$ cat config.mk
export PLATFORM = sky130hd
export DESIGN_NAME = bcd_display_scan
export DESIGN_NICKNAME = d
export VERILOG_FILES = /design/src/rtl/bcd_disp_pkg.sv /design/src/rtl/bcd_to_seg7.sv /design/src/rtl/bcd_display_scan.sv
export SDC_FILE = /design/constraint.sdc
export NUM_CORES = 1
export LEC_CHECK = 0
export ABC_CLOCK_PERIOD_IN_PS = 6220
export CAP_MARGIN = 20
export CORE_MARGIN = 2
export CORE_UTILIZATION = 58
export CTS_CLUSTER_SIZE = 40
export DETAILED_ROUTE_END_ITERATION = 8
export PLACE_DENSITY = 0.83
export SLEW_MARGIN = 40
export SYNTH_ARGS = -nofsm -noshare
export SYNTH_HDL_FRONTEND = slang
export SYNTH_HIERARCHICAL = 1
export SYNTH_SLANG_ARGS = --single-unit
$ cat constraint.sdc
create_clock -name clk -period 6.22 [get_ports clk]
set_input_delay 1.244 -clock clk [delete_from_list [all_inputs] [get_ports clk]]
set_output_delay 1.244 -clock clk [all_outputs]
set_load 0.1 [all_outputs]
$ cat src/rtl/bcd_disp_pkg.sv
// rtl/bcd_disp_pkg.sv - shared digit/segment types and seven-segment glyph constants
package bcd_disp_pkg;

  typedef logic [3:0] bcd_digit_t;
  typedef logic [6:0] seg7_t;

  // Glyphs are active-high {g,f,e,d,c,b,a}; pin polarity is applied at the top level
  localparam seg7_t SEG_0     = 7'h3F;
  localparam seg7_t SEG_1     = 7'h06;
  localparam seg7_t SEG_2     = 7'h5B;
  localparam seg7_t SEG_3     = 7'h4F;
  localparam seg7_t SEG_4     = 7'h66;
  localparam seg7_t SEG_5     = 7'h6D;
  localparam seg7_t SEG_6     = 7'h7D;
  localparam seg7_t SEG_7     = 7'h07;
  localparam seg7_t SEG_8     = 7'h7F;
  localparam seg7_t SEG_9     = 7'h6F;
  localparam seg7_t SEG_DASH  = 7'h40;
  localparam seg7_t SEG_BLANK = 7'h00;

endpackage

$ cat src/rtl/bcd_to_seg7.sv
// rtl/bcd_to_seg7.sv - combinational BCD digit to active-high seven-segment decoder with blank
module bcd_to_seg7
  import bcd_disp_pkg::*;
(
  input  bcd_digit_t digit,
  input  logic       blank,
  output seg7_t      seg
);

  // Blank overrides the glyph; codes 10..15 render as a dash so bad data is visible
  always_comb begin
    seg = SEG_BLANK;
    if (!blank) begin
      case (digit)
        4'd0:    seg = SEG_0;
        4'd1:    seg = SEG_1;
        4'd2:    seg = SEG_2;
        4'd3:    seg = SEG_3;
        4'd4:    seg = SEG_4;
        4'd5:    seg = SEG_5;
        4'd6:    seg = SEG_6;
        4'd7:    seg = SEG_7;
        4'd8:    seg = SEG_8;
        4'd9:    seg = SEG_9;
        default: seg = SEG_DASH;
      endcase
    end
  end

endmodule

$ cat src/rtl/bcd_display_scan.sv
// rtl/bcd_display_scan.sv - tear-free multiplexed seven-segment scanner; option macro BCD_LEADING_ZERO_BLANK_EN
module bcd_display_scan
  import bcd_disp_pkg::*;
#(
  parameter int NUM_DIGITS     = 4,
  parameter int REFRESH_DIV    = 1000,
  parameter bit SEG_ACTIVE_LOW = 1'b1
) (
  input  logic                    clk,
  input  logic                    reset,
  input  logic [4*NUM_DIGITS-1:0] bcd_in,
  input  logic                    load,
  output logic [6:0]              seg,
  output logic [NUM_DIGITS-1:0]   an,
  output logic                    frame_start,
  output logic                    load_pending
);

  localparam int TW = (REFRESH_DIV > 1) ? $clog2(REFRESH_DIV) : 1;
  localparam int IW = $clog2(NUM_DIGITS);
  localparam logic [TW-1:0] TICK_LAST = TW'(REFRESH_DIV - 1);
  localparam logic [IW-1:0] IDX_LAST  = IW'(NUM_DIGITS - 1);

  logic [TW-1:0]           tick_cnt;
  logic [IW-1:0]           dig_idx;
  logic [4*NUM_DIGITS-1:0] staging;
  logic [4*NUM_DIGITS-1:0] shadow;
  logic                    tick;
  logic                    frame_bnd;
  logic [NUM_DIGITS-1:0]   blank_mask;
  logic [NUM_DIGITS-1:0]   an_dec;
  bcd_digit_t              cur_digit;
  seg7_t                   seg_dec;

  assign tick      = (tick_cnt == TICK_LAST);
  assign frame_bnd = tick && (dig_idx == IDX_LAST);

  // Refresh prescaler and digit rotation
  always_ff @(posedge clk) begin
    if (reset) begin
      tick_cnt <= '0;
      dig_idx  <= '0;
    end else begin
      tick_cnt <= tick ? '0 : tick_cnt + 1'b1;
      if (tick) dig_idx <= (dig_idx == IDX_LAST) ? '0 : dig_idx + 1'b1;
    end
  end

  // Staging/shadow handshake: the shadow only changes at a frame boundary so a frame never mixes values
  always_ff @(posedge clk) begin
    if (reset) begin
      staging      <= '0;
      shadow       <= '0;
      load_pending <= 1'b0;
      frame_start  <= 1'b0;
    end else begin
      frame_start <= frame_bnd;
      if (load && frame_bnd) begin
        staging      <= bcd_in;
        shadow       <= bcd_in;
        load_pending <= 1'b0;
      end else if (load) begin
        staging      <= bcd_in;
        load_pending <= 1'b1;
      end else if (frame_bnd && load_pending) begin
        shadow       <= staging;
        load_pending <= 1'b0;
      end
    end
  end

`ifdef BCD_LEADING_ZERO_BLANK_EN
  logic seen_nz;

  // Walk from the most significant digit down; zeros above the first nonzero digit go blank
  always_comb begin
    seen_nz    = 1'b0;
    blank_mask = '0;
    for (int i = NUM_DIGITS - 1; i >= 0; i--) begin
      if (shadow[4*i +: 4] != 4'd0) seen_nz = 1'b1;
      blank_mask[i] = !seen_nz && (i != 0);
    end
  end
`else
  // Every digit is shown as decoded, leading zeros included
  always_comb begin
    blank_mask = '0;
  end
`endif

  assign cur_digit = shadow[{dig_idx, 2'b00} +: 4];

  bcd_to_seg7 u_dec (
    .digit (cur_digit),
    .blank (blank_mask[dig_idx]),
    .seg   (seg_dec)
  );

  // One-hot enable for the digit currently being scanned
  always_comb begin
    an_dec          = '0;
    an_dec[dig_idx] = 1'b1;
  end

  // Registered pin drive with polarity applied; inactive while in reset
  always_ff @(posedge clk) begin
    if (reset) begin
      seg <= SEG_ACTIVE_LOW ? 7'h7F : 7'h00;
      an  <= {NUM_DIGITS{SEG_ACTIVE_LOW}};
    end else begin
      seg <= SEG_ACTIVE_LOW ? ~seg_dec : seg_dec;
      an  <= SEG_ACTIVE_LOW ? ~an_dec : an_dec;
    end
  end

endmodule

# Word level (Yosys, flattened, before mapping)
# Memories as Yosys holds them, arrays and structs flattened.
# Index checks and enable logic that the tools add are counted.
dict set report word_totals {
  reg_bits 57
  mem_bits_ro 112
  inputBits 19
  word_cells 42
  memories 1
}
dict set report classes {
  add_sub_neg 2
  order_cmp 2
  eq_ne 3
  n_shift 1
  muxes 13
  bitwise_logic 2
  n_reduce_logical 10
}
# name depth word_bits rd rd_clocked_by_memory_dff write_ports line_no
set mem_list {}
lappend mem_list {{(no name shown)} 16 7 1 0 0 bcd_to_seg7.sv:14} ;# case (digit)
# operator n
set op_table {}
lappend op_table {{$mux W16} 5}
lappend op_table {{$shiftx A16 B5 Y4} 1}
lappend op_table {{$add A10 B1 Y10 const B} 1}
lappend op_table {{$eq A10 B10 Y1 const B} 1}
lappend op_table {{$mux W7} 1}
lappend op_table {{$not A7 Y7} 1}
lappend op_table {{$reduce_bool A2 Y1} 3}
lappend op_table {{$logic_and A1 B1 Y1} 4}
lappend op_table {{$mux W1} 4}
lappend op_table {{$not A4 Y4} 1}
lappend op_table {{$reduce_or A2 Y1} 2}
lappend op_table {{$lt A2 B3 Y1 const B} 1}
lappend op_table {{$add A2 B1 Y2 const B} 1}
lappend op_table {{$bmux W1 S2} 1}
lappend op_table {{$demux W1 S2} 1}
lappend op_table {{$eq A2 B2 Y1 const B} 1}
lappend op_table {{$ge A2 B1 Y1 const B} 1}
lappend op_table {{$mux W2} 1}
lappend op_table {{$ne A2 B1 Y1 const B} 1}
lappend op_table {{$reduce_and A2 Y1} 1}

# Logic depth before layout (Yosys ltp)
dict set report logic_depth {
  word_depth 6
  ltp_mapped 8
}

# Cells and area by module
# The synthesis kept the hierarchy.
# module n_inst cells_per_inst area_per_inst_um2 seq_area_each_um2
set by_module_without_submodules {}
lappend by_module_without_submodules {bcd_display_scan 1 221 2280.9 1141.1}
lappend by_module_without_submodules {bcd_to_seg7 1 33 214.0 0.0}

# Worst setup path before layout
# Ideal clock, no wire load.
dict set report synth_path {
  kind {input -> register}
  from {in load}
  to {reg shadow[10]}
  setup_ns 0.116
  t_arrival_ns 2.106
  required_ns 6.104
  slack_ns 3.999
  stages 5
  path_buffers 2
  path_cell_list {buf_6 > buf_2 > mux2i_1 > nor3_1 > a31o_1}
}
dict set report synth_between {
  elab_chain_cells 3
}
# item line_no
set synth_rtl {}
lappend synth_rtl {{from (decl)} bcd_display_scan.sv:12} ;# input logic load,
lappend synth_rtl {{$logic_and A1 B1 Y1} bcd_display_scan.sv:58} ;# if (load && frame_bnd) begin
lappend synth_rtl {{$ne A2 B1 Y1 (no line) / $reduce_bool A2 Y1 (equally long branches)} n/a}
lappend synth_rtl {{$reduce_and A2 Y1 (no line)} n/a}
lappend synth_rtl {{to (signal assigned)} bcd_display_scan.sv:60} ;# shadow <= bcd_in;
lappend synth_rtl {{to (signal assigned)} bcd_display_scan.sv:66} ;# shadow <= staging;
lappend synth_rtl {{to (decl)} bcd_display_scan.sv:27} ;# logic [4*NUM_DIGITS-1:0] shadow;
# Parallel ways exist; a longest one is shown, timed or not.
# A chain may end at the register's enable or synchronous reset.

# Final worst setup path
dict set report layout_path {
  from {in reset}
  to {reg shadow[2]}
}
# item line_no
set layout_rtl {}
lappend layout_rtl {{from (decl)} bcd_display_scan.sv:10} ;# input logic reset,
# No word-level cell between the ends.

==> flow_metrics.tcl <==
set metrics [dict create \
    first_pass_iters 4 \
    slew_headroom 0.631 \
    port_buffers 31 \
    cp.arrival_ns 2.70 \
    status "finished, final reports clean" \
    n_antenna_cell 0 \
    nets 317 \
    peakVddDrop_mv 0.178 \
    yosysSeqAreaShare 0.457 \
    wl_per_cell_um 13.2 \
    switchingPower_mw 0.190 \
    ctsRootBufferMaster "clkbuf_8" \
    die_area_um2 4840 \
    period_needed_ns 2.48 \
    final_cell_mix "57 x dfxtp_1, 29 x nor2_1, 22 x nand2_1, 17 x nor3_1, 17 x clkdlybuf4s50_1" \
    utilization 0.712 \
    via_count 1888 \
    vias_per_cell 5.50 \
    clock-sinks 57 \
    fp-row-count 23 \
    drv_cap 0 \
    slowest_stage "clkdlybuf4s50_1" \
    die_w_um 69.6 \
    postRouteAntennaNets 0 \
    htreeDepth 3 \
    cpLargestDelayFamily "buffers and inverters" \
    gp_congestion 0.802 \
    dp_hpwl_mm 3.04 \
    post_cts_buffers 0 \
    worstMarginPinSlew_ns 0.554 \
    critPathRequiredTime_ns 6.45 \
    pwr-share-seq 0.510 \
    mostFrequentLayoutCell "dfxtp_1" \
    cts_tree "done" \
    antenna_found_initial 0 \
    grt_pass1_vias 1781 \
    design.core.area_um2 4060 \
    p_sw_frac 0.251 \
    cellLeakagePower_nw 1.18 \
    hold_viol 0 \
    cp_slowest_stage_delay_ns 0.45 \
    cts_hold_buf 0 \
    drt_iter0_drc 95 \
    crit_path_max_fanout 41 \
    area_growth_pct 15.7 \
    syn_inst 254 \
    path_class "in2reg" \
    grt_pass1_wl_mm 7.73 \
    initial_core_util 0.615 \
    share_comb_of_total_power 0.092 \
    finalSetupViolations 0 \
    netlist_area_um2 2490 \
    cts_resized 0 \
    drc_errors 0 \
    worstPathCellList "clkdlybuf4s50_1 > buf_4 > inv_2 > a31o_2" \
    die_y_um 69.6 \
    synth.distinct_cells 43 \
    p_per_area_nw_per_um2 262 \
    cts_buffers 9 \
    p_int_mw 0.566 \
    clk_path_buf_depth 2 \
    fin_skew_ns 0.00358 \
    p_clk_frac 0.399 \
    drv_slew 0 \
    drive_gt1_frac 0.167 \
    ios 32 \
    avgSynthCellArea_um2 9.82 \
    max_freq_ghz 0.404 \
    tns_ns 0 \
    start_kind "input port" \
    hold_class "reg2reg" \
    end_kind "flip-flop" \
    grt_max_degree 42 \
    ys_ff_latch 57 \
    grt_usage 0.204 \
    grt_overflow_total 0 \
    clock_latency_ns 0.33 \
    rsz0062_at_grt "no" \
    fin_crit_sh 0.398 \
    path_buf_inv 3 \
    finalWirelength_mm 4.54 \
    clkTransAtPathRegs_ns 0.06 \
    ys_warn_count 6 \
]
-- cells in the mapped netlist, drive strengths merged --
| cell | instances | area [um^2] |
|---|---|---|
| conb | 1 | 3.75 |
| a31o | 16 | 140 |
| and3 | 3 | 25.0 |
| xor2 | 2 | 17.5 |
| and2 | 1 | 6.26 |
| or2 | 1 | 6.26 |
| nand4 | 4 | 40.0 |
| nor4 | 1 | 6.26 |
| nand3b | 1 | 20.0 |
| o31ai | 2 | 15.0 |
| and4bb | 1 | 16.3 |
| buf | 7 | 72.6 |
| o21a | 3 | 22.5 |
| dfxtp | 57 | 1140 |
| a21oi | 9 | 45.0 |
| o22ai | 7 | 43.8 |
| mux4 | 4 | 90.1 |
| inv | 10 | 40.0 |
| ha | 10 | 125 |
| or4 | 1 | 7.51 |
| xnor2 | 3 | 26.3 |
| a31oi | 2 | 12.5 |
| a22oi | 1 | 7.51 |
| dlygate4sd1 | 2 | 17.5 |
| mux2i | 16 | 160 |
| and4 | 1 | 10.0 |
| nand2b | 1 | 6.26 |
| nand2 | 22 | 82.6 |
| a211oi | 1 | 7.51 |
| or3 | 2 | 12.5 |
| clkbuf | 6 | 23.8 |
| nand3 | 8 | 40.0 |
| nor3 | 17 | 85.1 |
| nor2 | 29 | 109 |
| o21ai | 2 | 10.0 |
-- per-layer routing --
layer / vias to the layer above / part of all wire / track usage
met5: - / 0 / 0
met3: 7 / 0.066 / 0.0610
met4: 0 / 0.015 / 0.105
li1: 958 / - / -
met1: 864 / 0.47 / 0.257
met2: 59 / 0.45 / 0.315
-- power by group through the flow --
stage | clock network (mW) | logic (mW) | registers (mW)
floorplan | 0 | 0.0317 | 0.412
global placement | 0 | 0.0718 | 0.393
CTS | 0.309 | 0.0695 | 0.385
detailed placement | 0 | 0.0692 | 0.393
finish | 0.301 | 0.0693 | 0.385
global route | 0.328 | 0.0746 | 0.386
-- area by class of cell --
type,instances,area [um^2]
Inverter,10,40.0
Sequential cell,57,1140
Clock inverter,3,15.0
Timing Repair Buffer,32,248
Multi-Input combinational cell,178,1220
Fill cell,292,1170
Clock buffer,13,159
Tap cell,50,62.6
-- worst paths after layout --
path,startpoint,end,slack [ns],depth (start not counted)
max,reset,shadow[2],3.74,4
max reg2reg,dig_idx[0],seg[0],4.18,4
min reg2reg,tick_cnt[0],tick_cnt[0],0.47,1
min,tick_cnt[0],tick_cnt[0],0.47,1
-- metrics by stage --
step / std cells / hold WS, ns / total power, mW / worst slack [ns] / instance area [um^2]
CTS: 343 / 0.464 / 0.764 / 3.48 / 2890
global route: 343 / 0.492 / 0.789 / 3.62 / 2890
global placement: 327 / 0.429 / 0.465 / 2.83 / 2780
detailed placement: 327 / 0.453 / 0.462 / 3.13 / 2710
finish: 343 / 0.466 / 0.756 / 3.74 / 2890
floorplan: 260 / 0.418 / 0.443 / 4.00 / 2520
-- cell families after synthesis --
family / synth area share
other: 0.00150
XOR/XNOR: 0.0176
flip-flops: 0.457
adder cells (fa/ha/maj): 0.0502
multiplexers: 0.100
buffers and inverters: 0.0617
AO/OA/AOI/OAI: 0.122
AND/OR/NAND/NOR: 0.190
-- worst register-to-register path: stages, from the launching register on --
cell and delay, ns:
dfxtp_1 0.58, mux4_2 0.66, or4_1 0.53, o31ai_1 0.08, nand2_1 0.07
-- flip-flops by register name (all words and copies together) (netlist names) --
signal and cells:
load_pending 1, staging 16, dig_idx 2, an 4, frame_start 1, seg 7
tick_cnt 10, shadow 16
Power figures use the tool's default switching activity.
